[config.mk]
export PLATFORM = sky130hd
export DESIGN_NAME = rom_fetch_flat
export DESIGN_NICKNAME = d
export VERILOG_FILES = /design/src/rtl/rom_fetch_pkg.sv /design/src/rtl/rom_fetch_if.sv /design/src/rtl/rom_slot_counter.sv /design/src/rtl/rom_fetch.sv /design/src/flat_wrapper.sv
export SDC_FILE = /design/constraint.sdc
export NUM_CORES = 1
export LEC_CHECK = 0
export CAP_MARGIN = 10
export CELL_PAD_IN_SITES_DETAIL_PLACEMENT = 0
export CELL_PAD_IN_SITES_GLOBAL_PLACEMENT = 2
export CORE_MARGIN = 4
export CORE_UTILIZATION = 30
export DETAILED_ROUTE_END_ITERATION = 10
export PLACE_DENSITY_LB_ADDON = 0.12
export REMOVE_ABC_BUFFERS = 1
export SYNTH_ARGS = -nofsm -noshare
export SYNTH_HDL_FRONTEND = slang
export SYNTH_HIERARCHICAL = 1
export SYNTH_SLANG_ARGS = --single-unit
[constraint.sdc]
create_clock -name clk -period 4.53 [get_ports clk]
set_clock_uncertainty 0.05 [all_clocks]
set_input_delay 0.453 -clock clk [delete_from_list [all_inputs] [get_ports clk]]
set_output_delay 0.453 -clock clk [all_outputs]
set_load 0.05 [all_outputs]
[src/rtl/rom_fetch_pkg.sv]
// Shared constants and types for the ROM fetch path and the instruction-mode selector.
package rom_fetch_pkg;

  localparam int          DEF_ADDR_W    = 10;
  localparam logic [31:0] DEF_HALT_WORD = 32'hFFFF_FFFF;
  localparam logic [31:0] I_WAIT_STAY   = 32'h0000_0013;
  localparam logic        ROM_INST_SEL  = 1'b1;
  localparam logic        RESET         = 1'b0;

  typedef enum logic [1:0] {
    ST_IDLE,
    ST_FETCH,
    ST_HALT
  } state_t;

endpackage

[src/rtl/rom_fetch_if.sv]
// Control, ROM and issue signals between rom_fetch (slave) and its surroundings (master).
interface rom_fetch_if
  import rom_fetch_pkg::*;
#(
  parameter int ADDR_W = DEF_ADDR_W
);
  logic              mode_sel;
  logic              start;
  logic              jump_valid;
  logic [ADDR_W-1:0] jump_addr;
  logic [31:0]       rom_data;
  logic [ADDR_W-1:0] rom_addr;
  logic              rom_en;
  logic [31:0]       rom_inst;
  logic [1:0]        slot;
  logic [ADDR_W-1:0] pc;
  logic              halted;

  modport master (
    output mode_sel, start, jump_valid, jump_addr, rom_data,
    input  rom_addr, rom_en, rom_inst, slot, pc, halted
  );

  modport slave (
    input  mode_sel, start, jump_valid, jump_addr, rom_data,
    output rom_addr, rom_en, rom_inst, slot, pc, halted
  );
endinterface

[src/rtl/rom_slot_counter.sv]
// 2-bit issue-slot counter; the instruction-mode selector instantiates the same block
// with the same clear/enable so both ends stay cycle-aligned.
module rom_slot_counter
  import rom_fetch_pkg::*;
(
  input  logic       clk,
  input  logic       rst_n,
  input  logic       clr,
  input  logic       en,
  output logic [1:0] cnt
);

  always_ff @(posedge clk) begin
    if (rst_n == RESET || clr) cnt <= 2'd0;
    else if (en)               cnt <= cnt + 2'd1;
  end

endmodule

[src/rtl/rom_fetch.sv]
// ROM instruction fetcher: one ROM read per 4-cycle issue slot, one delay slot after jumps.
//
//   state    | meaning
//   ---------+------------------------------------------------------------
//   ST_IDLE  | after reset; no reads, jump_valid only loads pc
//   ST_FETCH | slot 1 read, slot 2 capture, 3->0 issue and pc advance
//   ST_HALT  | halt word was issued; no reads until start or jump
module rom_fetch
  import rom_fetch_pkg::*;
#(
  parameter int          ADDR_W    = DEF_ADDR_W,
  parameter logic [31:0] HALT_WORD = DEF_HALT_WORD
)(
  input  logic         clk,
  input  logic         rst_n,
  rom_fetch_if.slave   bus
);

  state_t            state, state_nxt;
  logic [1:0]        slot;
  logic [ADDR_W-1:0] pc;
  logic [ADDR_W-1:0] pend_addr;
  logic              pend_valid;
  logic [31:0]       prefetch;
  logic [31:0]       inst;
  logic              rom_mode, halt_hit, run, issue, rom_en;

  assign rom_mode = (bus.mode_sel == ROM_INST_SEL);
  assign halt_hit = (state == ST_FETCH) && (inst == HALT_WORD);
  assign run      = (state == ST_FETCH) && rom_mode && !halt_hit;
  assign issue    = run && (slot == 2'd3);

  // Leaving ROM mode or halting clears the slot, so a half-done read is simply redone.
  rom_slot_counter u_slot (
    .clk   (clk),
    .rst_n (rst_n),
    .clr   (!run),
    .en    (run),
    .cnt   (slot)
  );

  always_ff @(posedge clk) begin
    if (rst_n == RESET) state <= ST_IDLE;
    else                state <= state_nxt;
  end

  always_comb begin
    state_nxt = state;
    rom_en    = 1'b0;
    case (state)
      ST_IDLE:  if (bus.start) state_nxt = ST_FETCH;
      ST_FETCH: begin
        rom_en = run && (slot == 2'd1);
        if (halt_hit) state_nxt = ST_HALT;
      end
      ST_HALT:  if (bus.start || bus.jump_valid) state_nxt = ST_FETCH;
      default:  state_nxt = ST_IDLE;
    endcase
  end

  always_ff @(posedge clk) begin
    if (rst_n == RESET) begin
      pc         <= '0;
      pend_addr  <= '0;
      pend_valid <= 1'b0;
      prefetch   <= '0;
      inst       <= I_WAIT_STAY;
    end else begin
      if (run && slot == 2'd2) prefetch <= bus.rom_data;

      if (halt_hit) begin
        inst       <= I_WAIT_STAY;
        pend_valid <= 1'b0;
      end else if (state != ST_FETCH) begin
        pend_valid <= 1'b0;
        if (bus.jump_valid) pc <= bus.jump_addr;
      end else if (issue) begin
        inst       <= prefetch;
        pend_valid <= 1'b0;
        // A request on the issue edge itself is newer than anything pending.
        if (bus.jump_valid)  pc <= bus.jump_addr;
        else if (pend_valid) pc <= pend_addr;
        else                 pc <= pc + 1'b1;
      end else if (bus.jump_valid) begin
        pend_valid <= 1'b1;
        pend_addr  <= bus.jump_addr;
      end
    end
  end

  assign bus.rom_addr = pc;
  assign bus.rom_en   = rom_en;
  assign bus.rom_inst = inst;
  assign bus.slot     = slot;
  assign bus.pc       = pc;
  assign bus.halted   = (state == ST_HALT);

endmodule
[src/flat_wrapper.sv]
// flat-port wrapper written by rule: the top's interface ports become plain ports
module rom_fetch_flat import rom_fetch_pkg::*;
#(
  parameter int          ADDR_W    = DEF_ADDR_W,
  parameter logic [31:0] HALT_WORD = DEF_HALT_WORD
)
  (clk, rst_n, bus_mode_sel, bus_start, bus_jump_valid, bus_jump_addr, bus_rom_data, bus_rom_addr, bus_rom_en, bus_rom_inst, bus_slot, bus_pc, bus_halted);
  rom_fetch_if #(.ADDR_W(ADDR_W)) bus_i ();
  input  logic clk;
  input  logic rst_n;
  input wire logic [$bits(bus_i.mode_sel)-1:0] bus_mode_sel;
  input wire logic [$bits(bus_i.start)-1:0] bus_start;
  input wire logic [$bits(bus_i.jump_valid)-1:0] bus_jump_valid;
  input wire logic [$bits(bus_i.jump_addr)-1:0] bus_jump_addr;
  input wire logic [$bits(bus_i.rom_data)-1:0] bus_rom_data;
  output wire logic [$bits(bus_i.rom_addr)-1:0] bus_rom_addr;
  output wire logic [$bits(bus_i.rom_en)-1:0] bus_rom_en;
  output wire logic [$bits(bus_i.rom_inst)-1:0] bus_rom_inst;
  output wire logic [$bits(bus_i.slot)-1:0] bus_slot;
  output wire logic [$bits(bus_i.pc)-1:0] bus_pc;
  output wire logic [$bits(bus_i.halted)-1:0] bus_halted;
  assign bus_i.mode_sel = bus_mode_sel;
  assign bus_i.start = bus_start;
  assign bus_i.jump_valid = bus_jump_valid;
  assign bus_i.jump_addr = bus_jump_addr;
  assign bus_i.rom_data = bus_rom_data;
  assign bus_rom_addr = bus_i.rom_addr;
  assign bus_rom_en = bus_i.rom_en;
  assign bus_rom_inst = bus_i.rom_inst;
  assign bus_slot = bus_i.slot;
  assign bus_pc = bus_i.pc;
  assign bus_halted = bus_i.halted;
  rom_fetch #(.ADDR_W(ADDR_W), .HALT_WORD(HALT_WORD)) u_core (.clk(clk), .rst_n(rst_n), .bus(bus_i));
endmodule
======== Word-level counts from Yosys, hierarchy flattened ========
Index checks and enable logic that the tools add are counted.
operators by class
  add/sub/neg operators ................... 2
  eq/ne operators ......................... 11
  mux-type cells .......................... 10
  bitwise logic cells ..................... 4
  reduce and logical (&&, ||, !) cells .... 18
operator list
  cell                                                                   count
  10-bit 2-to-1 mux                                                      5
  32-bit equality test, second input constant                            1
  10-bit by 1-bit adder with 10-bit output, second input constant        1
  2-bit equality test, second input constant                             3
  1-bit logical AND                                                      6
  2-bit 2-to-1 mux                                                       3
  2-bit by 1-bit != test with 1-bit output, second input constant        3
  2-bit one-hot mux with 3 select lines                                  1
  3-bit AND reduction                                                    2
  2-bit by 1-bit equality test with 1-bit output, second input constant  2
  2-bit != test, second input constant                                   2
  1-bit NOT                                                              4
  4-bit AND reduction                                                    1
  4-bit OR reduction                                                     1
  2-bit by 1-bit adder with 2-bit output, second input constant          1
  1-bit logical NOT                                                      2
  2-bit logical NOT                                                      1
  1-bit logical OR                                                       2
  2-bit AND reduction                                                    1
  2-bit nonzero test                                                     1
  2-bit OR reduction                                                     1
  1-bit 2-to-1 mux                                                       1
word-level totals
  register bits after elaboration ......... 89

======== Longest topological paths before layout ========
Gate-level depths: netlist (run 1).
  depth after elaboration ................. 7
  mapped depth ............................ 7
  mapped depth without buffers ............ 7

======== Hierarchy ========
Netlist (run 1), hierarchy kept.
modules (own cells, without submodules)
  module            times used  cells each  area an instance (µm²)  sequential area each (µm²)
  rom_fetch         1           428         3719.8                  1741.7
  rom_slot_counter  1           8           85.1                    40.0

======== Worst setup path after synthesis (run 1) ========
Ideal clock, no wire load.
  path kind ............................... register to output
  start point ............................. register u_core.inst[12], in the netlist u_core/bus.rom_inst[12]
  end point ............................... output bus_rom_en
  arrival ................................. 2.251 ns
  required time ........................... 4.027 ns
  path slack .............................. 1.776 ns
  stages on the path, launching flop included .. 6
  path buffers ............................ 0
  cells stage by stage .................... dfxtp_1 -> nand4_1 -> nor4_4 -> a21oi_1 -> nand2_1 -> nor3b_1
on the way
  longest elaborated chain between the ends .. 6
RTL lines
  item                    RTL line            source
  from (decl)             rom_fetch.sv:25     logic [31:0] inst;
  from (signal assigned)  rom_fetch.sv:78     inst <= prefetch;
  32-bit equality test    rom_fetch.sv:29     assign halt_hit = (state == ST_FETCH) && (inst == HALT_WORD);
  1-bit logical AND       rom_fetch.sv:29
  1-bit logical NOT       rom_fetch.sv:30     assign run = (state == ST_FETCH) && rom_mode && !halt_hit;
  1-bit logical AND       rom_fetch.sv:30
  1-bit logical AND       rom_fetch.sv:53     rom_en = run && (slot == 2'd1);
  1-bit 2-to-1 mux        rom_fetch.sv:50     case (state)
  to (decl)               flat_wrapper.sv:17  output wire logic [$bits(bus_i.rom_en)-1:0] bus_rom_en;
No other way between the ends.

======== Worst setup path after layout (run 1) ========
  start point ............................. register u_core.inst[25], in the netlist u_core/bus.rom_inst[25]
  end point ............................... output bus_rom_en
The elaborated chain is that of the path after synthesis.

==> out/results.tsv, run 1 <==
metric	value	unit
timing.setup.critical_path_class	flop to output port	
layout_min_cycle_time	3.18	ns
critical-path-top-delay-family	simple AND/OR/NAND/NOR gates	
tritoncts.num_buffers	9	
clkTransAtPathRegs	0.07	ns
cts_post_setup_buffers_inserted	0	
critPathBufInv	1	
worstPathRequired	4.03	ns
category_of_the_worst_setup_path_launch_point	flop	
cts_tree	yes	
floorplan.die.height	121	um
core_region_area	0.0122	mm2
worst_setup_path_end_kind	output port	
setup_violations	0	
synth_top_area_share	0.468	
die-width	121	um
slew_headroom	0.474	
dp_hpwl	6700	um
classification_of_the_worst_slack_hold_path	flop to flop	
crit_path_max_fanout	5	
final_layout_size_suffix_gt1_frac	0.0695	
start_util	0.312	
netlist-cell-type-count	41	
gp_congestion	0.719	
grt_start_max_net_pins	65	
grt_util_all_layers	0.140	
syn_area_per_cell	8.73	um2
boundaryPins	103	
ys_seq_elements	89	
rsz0062_at_grt	no	
worstMarginPinSlew	0.789	ns
remaining_drc_errors	0	
postSynthCellCount	436	
max_freq	315	MHz
vdd.ir_drop.worst	157	uV
finalMaxSlewViolations	0	
std_cell_rows	40	
clk_path_buf_depth	2	
p_total	1.77	mW
route.antenna.remaining_nets	0	
crit_arrival	2.67	ns
drt-pass1-iter-count	4	
dp_slack	1.69	ns
detail_route.wl_per_cell	14.7	um
route.detailed.vias_per_inst	4.74	
global_route.overflow_total	0	
syn_area	0.00380	mm2
hold_viol	0	
total_leakage_power	1.73	nW
cts-resized-gates	0	
final_critical_path_setup_slack	1.35	ns
die_area	0.0145	mm2
initialDrtViolationCount	133	
yosysWarningCount	6	
worst_path_largest_cell_delay	0.70	ns
worstPathCellList	nand4_1 > nor4_4 > a21oi_1 > nand2_1 > nor3b_1 > clkdlybuf4s50_1	
seq_area_frac_synth	0.468	
antenna_found_initial	0	
post_synth_main_area_contributors	sky130_fd_sc_hd__dfxtp_1, sky130_fd_sc_hd__mux2i_1, sky130_fd_sc_hd__nand3_1, sky130_fd_sc_hd__nand2_1, sky130_fd_sc_hd__o21ai_1	
sum_of_routed_wire_length_over_all_layers	10100	um
grt_pass1_vias	3238	
post-route-period-util	0.701	
cts.sink_count	89	
most_frequent_standard_cell_in_the_layout_excluding_fill_and_tap_cells	sky130_fd_sc_hd__clkdlybuf4s50_1	
power_density_cells	341	mW/mm2
diodes	0	
cts_max_level	3	
timing.setup.tns	0	ns
route.vias.total	3252	
maxCapViolations	0	
critical_path_depth	6	
clk-insertion-delay-late	0.33	ns
min_delay_path_depth	2	
cts_root_buffer	sky130_fd_sc_hd__clkbuf_16	
syn_to_layout_area_delta	36.5	%
timing.reg2reg.worst_path_depth	5	
status	complete, no violations	
synth.largest_area_cell	sky130_fd_sc_hd__dfxtp_1	
post_layout_net_count	562	
critical-path-slowest-cell	sky130_fd_sc_hd__clkdlybuf4s50_1	
wire_length_of_the_first_global_routing_pass	16600	um
portBuffers	102	
final_cell_mix	sky130_fd_sc_hd__clkdlybuf4s50_1, sky130_fd_sc_hd__dfxtp_1, sky130_fd_sc_hd__nand2_1	
cts-hold-fix-buffers	0	
-- worst register-to-register path, cell delays in order (launching register included) --
cell and delay (ns):
sky130_fd_sc_hd__dfxtp_1 0.51, sky130_fd_sc_hd__nand3_1 0.24, sky130_fd_sc_hd__a211oi_4 0.53, sky130_fd_sc_hd__buf_4 0.60
sky130_fd_sc_hd__nor2b_1 0.12, sky130_fd_sc_hd__a211o_1 0.28
-- cell type report --
| class | instances | area (um2) |
|---|---|---|
| multi-input cells | 303 | 1830 |
| clock inverters | 6 | 75.1 |
| inverters | 3 | 11.3 |
| clock buffers | 9 | 225 |
| flip-flops and latches | 89 | 1780 |
| well taps | 168 | 210 |
| fillers | 1293 | 7020 |
| repair buffers | 108 | 1060 |
-- cell families (layout without fill, tap and decap cells) --
group | Yosys count | in the layout | synth area share
mux | 35 | 35 | 0.0921
xor+xnor | 8 | 8 | 0.0184
fa+ha+maj | 1 | 1 | 0.00329
buf+inv | 44 | 126 | 0.0556
flops | 89 | 89 | 0.468
simple gates | 178 | 178 | 0.221
compound gates | 81 | 81 | 0.142
-- metrics by stage --
stage                     cells  cell area, um2  utilization  hold slack (ns)
after detailed placement    671            4890        0.401            0.391
after CTS                   686            5190        0.425            0.401
final                       686            5190        0.425            0.398
after global routing        686            5190        0.425            0.414
after global placement      671            4890        0.401            0.386
after floorplan             395            3600            -            0.378
-- cells in the mapped netlist (all sizes together) --
cell,n
inv,3
or2,2
xor2,6
nand3,47
nand2b,6
o31ai,4
and2,1
o2111a,1
o21ai,48
a21bo,1
clkbuf,21
a31oi,3
a2111oi,1
xnor2,2
ha,1
buf,20
nor3b,2
mux2i,35
o311ai,1
nor2,38
nand2,59
nand4,9
dfxtp,89
a211oi,6
a211o,3
nand3b,1
a21boi,1
nor3,7
nor2b,4
o211ai,4
a311oi,1
a21oi,5
o21a,2
nor4,2
-- state kept, by name (all words and copies together), names as in the netlist --
name                 flops
u_core/bus.pc           10
u_core/bus.rom_inst     32
u_core/pend_addr        10
u_core/pend_valid        1
u_core/prefetch         32
u_core/state             2
u_core/u_slot/cnt        2
-- path summary, 6_finish.rpt --
kind | start | endpoint | slack, ns
setup / recovery | u_core/bus.rom_inst[25] | bus_rom_en | 1.35
hold / removal | u_core/prefetch[27] | u_core/prefetch[27] | 0.40
setup reg to reg | u_core/u_slot/cnt[0] | u_core/bus.rom_inst[1] | 2.09
hold reg to reg | u_core/prefetch[27] | u_core/prefetch[27] | 0.40
-- power by group --
part,total [mW],switching [mW],internal [mW]
Clock,0.756,0.322,0.433
Combinational,0.202,0.118,0.0834
Sequential,0.813,0.0185,0.795
Total,1.77,0.459,1.31
-- routing by layer --
metal	vias up	GRT usage	wire, um
li1	1664	-	-
met5	-	0	0
met2	78	0.231	4660
met1	1503	0.178	4710
met3	7	0.0412	609
met4	0	0.0404	77
Note: power is estimated with default switching activity, not from simulation.
==> run 2: changes to the inputs <==
Settings changed: CORE_UTILIZATION 30 to 25.
Clock period 4.53 ns to 2.68 ns, I/O delays scaled along.
==> run 2 against run 1 <==
Compared with the run above:
- core utilization is 6.4 points lower
- clock power is 77% higher
- first-iteration DRC count is 13% lower
- sequential power is 70% higher
- global-route usage is 1.4 points lower
- sequential cell count stayed put
- critical path depth stayed put
- combinational power is 73% higher
- worst hold slack worse by 0.091 ns
- critical path type unchanged
==> out/results.tsv, run 2 (same netlist as run 1, synthesis figures left out) <==
metric	value	unit
status	complete, no violations	
tritoncts.num_buffers	9	
floorplan.die.height	131	um
grt_start_max_net_pins	65	
dp_slack	0.323	ns
cts-hold-fix-buffers	0	
start_util	0.259	
cts.sink_count	89	
layout_min_cycle_time	2.47	ns
worst_setup_path_end_kind	output port	
wire_length_of_the_first_global_routing_pass	17300	um
vdd.ir_drop.worst	270	uV
crit_path_max_fanout	5	
antenna_found_initial	0	
route.antenna.remaining_nets	0	
syn_to_layout_area_delta	39.4	%
post_layout_net_count	567	
remaining_drc_errors	0	
std_cell_rows	44	
portBuffers	102	
layout.cells.non_filler	708	
timing.reg2reg.setup_slack	0.55	ns
fin_worst_hold_slack	0.308	ns
rsz0062_at_grt	no	
crit_arrival	2.16	ns
route.detailed.vias_per_inst	4.65	
grt_util_all_layers	0.126	
gp_congestion	0.718	
most_frequent_standard_cell_in_the_layout_excluding_fill_and_tap_cells	sky130_fd_sc_hd__clkdlybuf4s50_1	
setup_violations	0	
worstMarginPinSlew	0.695	ns
finalMaxSlewViolations	0	
clk_path_buf_depth	2	
die_area	0.0173	mm2
placedCellCount	692	
maxCapViolations	0	
route.vias.total	3293	
total_leakage_power	1.79	nW
worstPathRequired	2.36	ns
post-route-period-util	0.923	
multi_input_area	0.00183	mm2
cts_max_level	3	
drt-pass1-iter-count	4	
slew_headroom	0.536	
layout.area.seq	0.00178	mm2
classification_of_the_worst_slack_hold_path	primary input to flop	
boundaryPins	103	
grt_pass1_vias	3243	
core_region_area	0.0147	mm2
final_critical_path_setup_slack	0.206	ns
detail_route.wl_per_cell	15.4	um
cts-resized-gates	0	
timing.setup.critical_path_class	flop to output port	
initialDrtViolationCount	116	
final_cell_mix	sky130_fd_sc_hd__clkdlybuf4s50_1, sky130_fd_sc_hd__dfxtp_1, sky130_fd_sc_hd__nand2_1	
global_route.overflow_total	0	
layout.filler_cells	1523	
post-route-util	0.361	
sum_of_routed_wire_length_over_all_layers	10900	um
clkTransAtPathRegs	0.06	ns
clk-insertion-delay-late	0.34	ns
cts_tree	yes	
power_density_cells	577	mW/mm2
category_of_the_worst_setup_path_launch_point	flop	
final_layout_size_suffix_gt1_frac	0.0802	
hold_viol	0	
diodes	0	
cts_post_setup_buffers_inserted	0	
cts_root_buffer	sky130_fd_sc_hd__clkbuf_16	
dp_hpwl	7470	um
die-width	131	um
max_freq	404	MHz
==> run 2: cell count changes in the layout (fill, tap and decap cells not counted), sizes merged <==
cell and delta:
clkinvlp -1, clkdlybuf4s50 -1, clkinv +1, inv -3
buf +6, clkbuf +4
==> run 2: power breakdown <==
part | internal (mW) | switching, mW | total [mW]
logic | 0.145 | 0.203 | 0.349
registers | 1.34 | 0.0339 | 1.38
clock network | 0.803 | 0.532 | 1.34
total | 2.29 | 0.769 | 3.06
==> run 2: metal layers <==
layer	up-vias	global-route usage	wire length (um)
met5	-	0	0
met4	0	0.0543	205
met3	14	0.0348	530
met2	76	0.194	4820
met1	1527	0.168	5320
li1	1676	-	-
==> run 2: final cells by class <==
cell class / count / share of cell area
well taps: 184 / 0.0434
clock buffers: 13 / 0.0509
repair buffers: 113 / 0.214
clock inverters: 3 / 0.00896
inverters: 3 / 0.00212
multi-input cells: 303 / 0.345
flip-flops and latches: 89 / 0.336
==> run 2: final timing paths <==
| check | startpoint | endpoint | cells past startpoint |
|---|---|---|---|
| worst max-delay path | u_core/bus.rom_inst[8] | bus_rom_en | 6 |
| worst min-delay path | rst_n | u_core/state[1] | 2 |
| worst max register to register | u_core/bus.rom_inst[24] | u_core/bus.rom_inst[4] | 7 |
| worst min register to register | u_core/prefetch[19] | u_core/prefetch[19] | 2 |
==> run 2: through the flow <==
stage	power (mW)	instance area, um2	TNS [ns]
floorplan	1.57	3600	-59.38
global placement	1.76	4990	0
detailed placement	1.76	4990	0
CTS	3.11	5310	0
global route	3.19	5310	0
finish	3.06	5310	0
==> run 2: critical path, cell delays in order, from the launching register on <==
cell and delay (ns):
sky130_fd_sc_hd__dfxtp_1 0.37, sky130_fd_sc_hd__nand4_1 0.17, sky130_fd_sc_hd__nor4_4 0.57, sky130_fd_sc_hd__a21oi_1 0.22, sky130_fd_sc_hd__nand2_1 0.20, sky130_fd_sc_hd__nor3b_1 0.07, sky130_fd_sc_hd__buf_4 0.20
==> run 3: changes to the inputs <==
Settings changed: PLACE_DENSITY set to 0.83, PLACE_DENSITY_LB_ADDON 0.12 to not set.
==> run 3 against run 2 <==
Compared with the run above:
- combinational power decreased by 1%
- critical path depth unchanged
- core utilization decreased by 0.21 points
==> out/results.tsv, run 3 (same netlist as run 1, synthesis figures left out) <==
metric	value	unit
core_region_area	0.0147	mm2
timing.reg2reg.worst_path_depth	6	
clk_path_buf_depth	2	
status	complete, no violations	
worst_path_largest_cell_delay	0.59	ns
floorplan.die.height	131	um
gp_congestion	0.809	
total_leakage_power	1.77	nW
crit_arrival	2.14	ns
cts_tree	yes	
max_freq	408	MHz
remaining_drc_errors	0	
power_switching_share	0.243	
final_cell_mix	sky130_fd_sc_hd__clkdlybuf4s50_1, sky130_fd_sc_hd__dfxtp_1, sky130_fd_sc_hd__nand2_1	
route.antenna.remaining_nets	0	
layout.filler_cells	1497	
clk-insertion-delay-late	0.34	ns
rsz0062_at_grt	no	
route.layer.met1.wl	4760	um
sum_of_routed_wire_length_over_all_layers	10300	um
worstPathRequired	2.36	ns
worstPathCellList	nand4_1 > nor4_4 > a21oi_1 > nand2_1 > nor3b_1 > buf_4	
p_total	3.08	mW
regToRegStartpoint	u_core/bus.rom_inst[30]	
std_cell_rows	44	
diodes	0	
worst_setup_path_end_kind	output port	
maxCapViolations	0	
cts.sink_count	89	
classification_of_the_worst_slack_hold_path	primary input to flop	
setup_violations	0	
layout.area.seq	0.00178	mm2
grt_pass1_vias	3295	
global_route.overflow_total	0	
post_layout_net_count	564	
switchingPower	747	uW
cts_root_buffer	sky130_fd_sc_hd__clkbuf_16	
multi_input_area	0.00183	mm2
seqPwrFrac	0.448	
drt-pass1-iter-count	6	
part_of_the_total_power_dissipated_in_the_clock_network	0.440	
slew_headroom	0.545	
portBuffers	102	
layout_min_cycle_time	2.45	ns
finalMaxSlewViolations	0	
routed-wl-met3	641	um
p_int	2.33	mW
dp_hpwl	7430	um
routed-wl-met2	4790	um
timing.setup.critical_path_class	flop to output port	
cts_post_setup_buffers_inserted	0	
route.detailed.vias_per_inst	4.69	
initialDrtViolationCount	191	
hold_viol	0	
start_util	0.259	
critical-path-slowest-cell	sky130_fd_sc_hd__nor4_4	
antenna_found_initial	0	
cts-resized-gates	0	
placed_cell_area	0.00495	mm2
syn_to_layout_area_delta	38.6	%
wire_length_of_the_first_global_routing_pass	16900	um
post-route-period-util	0.915	
vdd.ir_drop.worst	302	uV
clkTransAtPathRegs	0.06	ns
final_layout_size_suffix_gt1_frac	0.0749	
boundaryPins	103	
most_frequent_standard_cell_in_the_layout_excluding_fill_and_tap_cells	sky130_fd_sc_hd__clkdlybuf4s50_1	
worstMarginPinSlew	0.682	ns
power.share.combinational	0.112	
route.vias.total	3303	
grt_start_max_net_pins	45	
power_density_cells	583	mW/mm2
tritoncts.num_buffers	9	
die-width	131	um
min_delay_path_depth	3	
critical-path-top-delay-family	simple AND/OR/NAND/NOR gates	
cts_max_level	3	
r2r-end	u_core/bus.pc[9]	
crit_path_max_fanout	5	
fin_area	0.00527	mm2
worstHoldEndpoint	u_core/prefetch[27]	
critPathBufInv	1	
category_of_the_worst_setup_path_launch_point	flop	
die_area	0.0173	mm2
grt_util_all_layers	0.122	
cts-hold-fix-buffers	0	
detail_route.wl_per_cell	14.7	um
min-delay-start	rst_n	
highest_metal_used	met4	
timing.reg2reg.setup_slack	0.41	ns
[run 3: cell types whose count changed in the layout (fill, tap and decap cells not counted), sizes merged]
cell | before | now
clkinv | 2 | 3
buf | 13 | 10
clkbuf | 13 | 11
bufinv | 1 | 2
[run 3: area by class of cell]
cell class | count | area share
multi-input cells | 303 | 0.347
flip-flops and latches | 89 | 0.338
repair buffers | 110 | 0.209
clock buffers | 11 | 0.0460
well taps | 184 | 0.0437
clock inverters | 5 | 0.0149
inverters | 3 | 0.00214
[run 3: how the worst max path moves through the flow]
| stage | endpoint | slack, ns | cells past startpoint | startpoint |
|---|---|---|---|---|
| finish | bus_rom_en | 0.23 | 6 | u_core/bus.rom_inst[30] |
| global route | bus_rom_en | 0.06 | 6 | u_core/bus.rom_inst[7] |
| CTS | bus_rom_en | 0.17 | 6 | u_core/bus.rom_inst[30] |
| detailed placement | u_core/bus.pc[9] | 0.41 | 6 | u_core/bus.rom_inst[30] |
| global placement | u_core/bus.pc[9] | 0.45 | 6 | u_core/bus.rom_inst[30] |
| floorplan | u_core/bus.pc[9] | -1.38 | 4 | u_core/u_slot/cnt[0] |
[run 3: layer usage]
layer  track usage  up-vias
met3        0.0459       10
met2         0.197       82
met1         0.148     1545
met4        0.0432        0
li1              -     1666
met5             0        -
[run 3: power by group through the flow]
stage               logic (mW)  clock network [mW]  registers [mW]
global route             0.365                1.45            1.38
global placement         0.343                   0            1.41
CTS                      0.346                1.41            1.38
finish                   0.344                1.35            1.38
floorplan               0.0797                   0            1.49
detailed placement       0.345                   0            1.41
[run 3: tightest hold or removal path, stage by stage]
cell,delay [ns]
sky130_fd_sc_hd__buf_4,0.25
sky130_fd_sc_hd__nand2_1,0.12
sky130_fd_sc_hd__o21ai_1,0.05
[run 3: stage by stage]
stage                     hold WS (ns)  instances  utilization  setup TNS, ns  worst slack (ns)
after floorplan                  0.336        395            -         -59.38             -1.38
after global placement           0.386        689        0.337              0             0.447
after detailed placement         0.394        689        0.337              0             0.413
after CTS                        0.340        705        0.359              0             0.170
after global routing             0.368        705        0.359              0            0.0571
final                            0.361        705        0.359              0             0.227
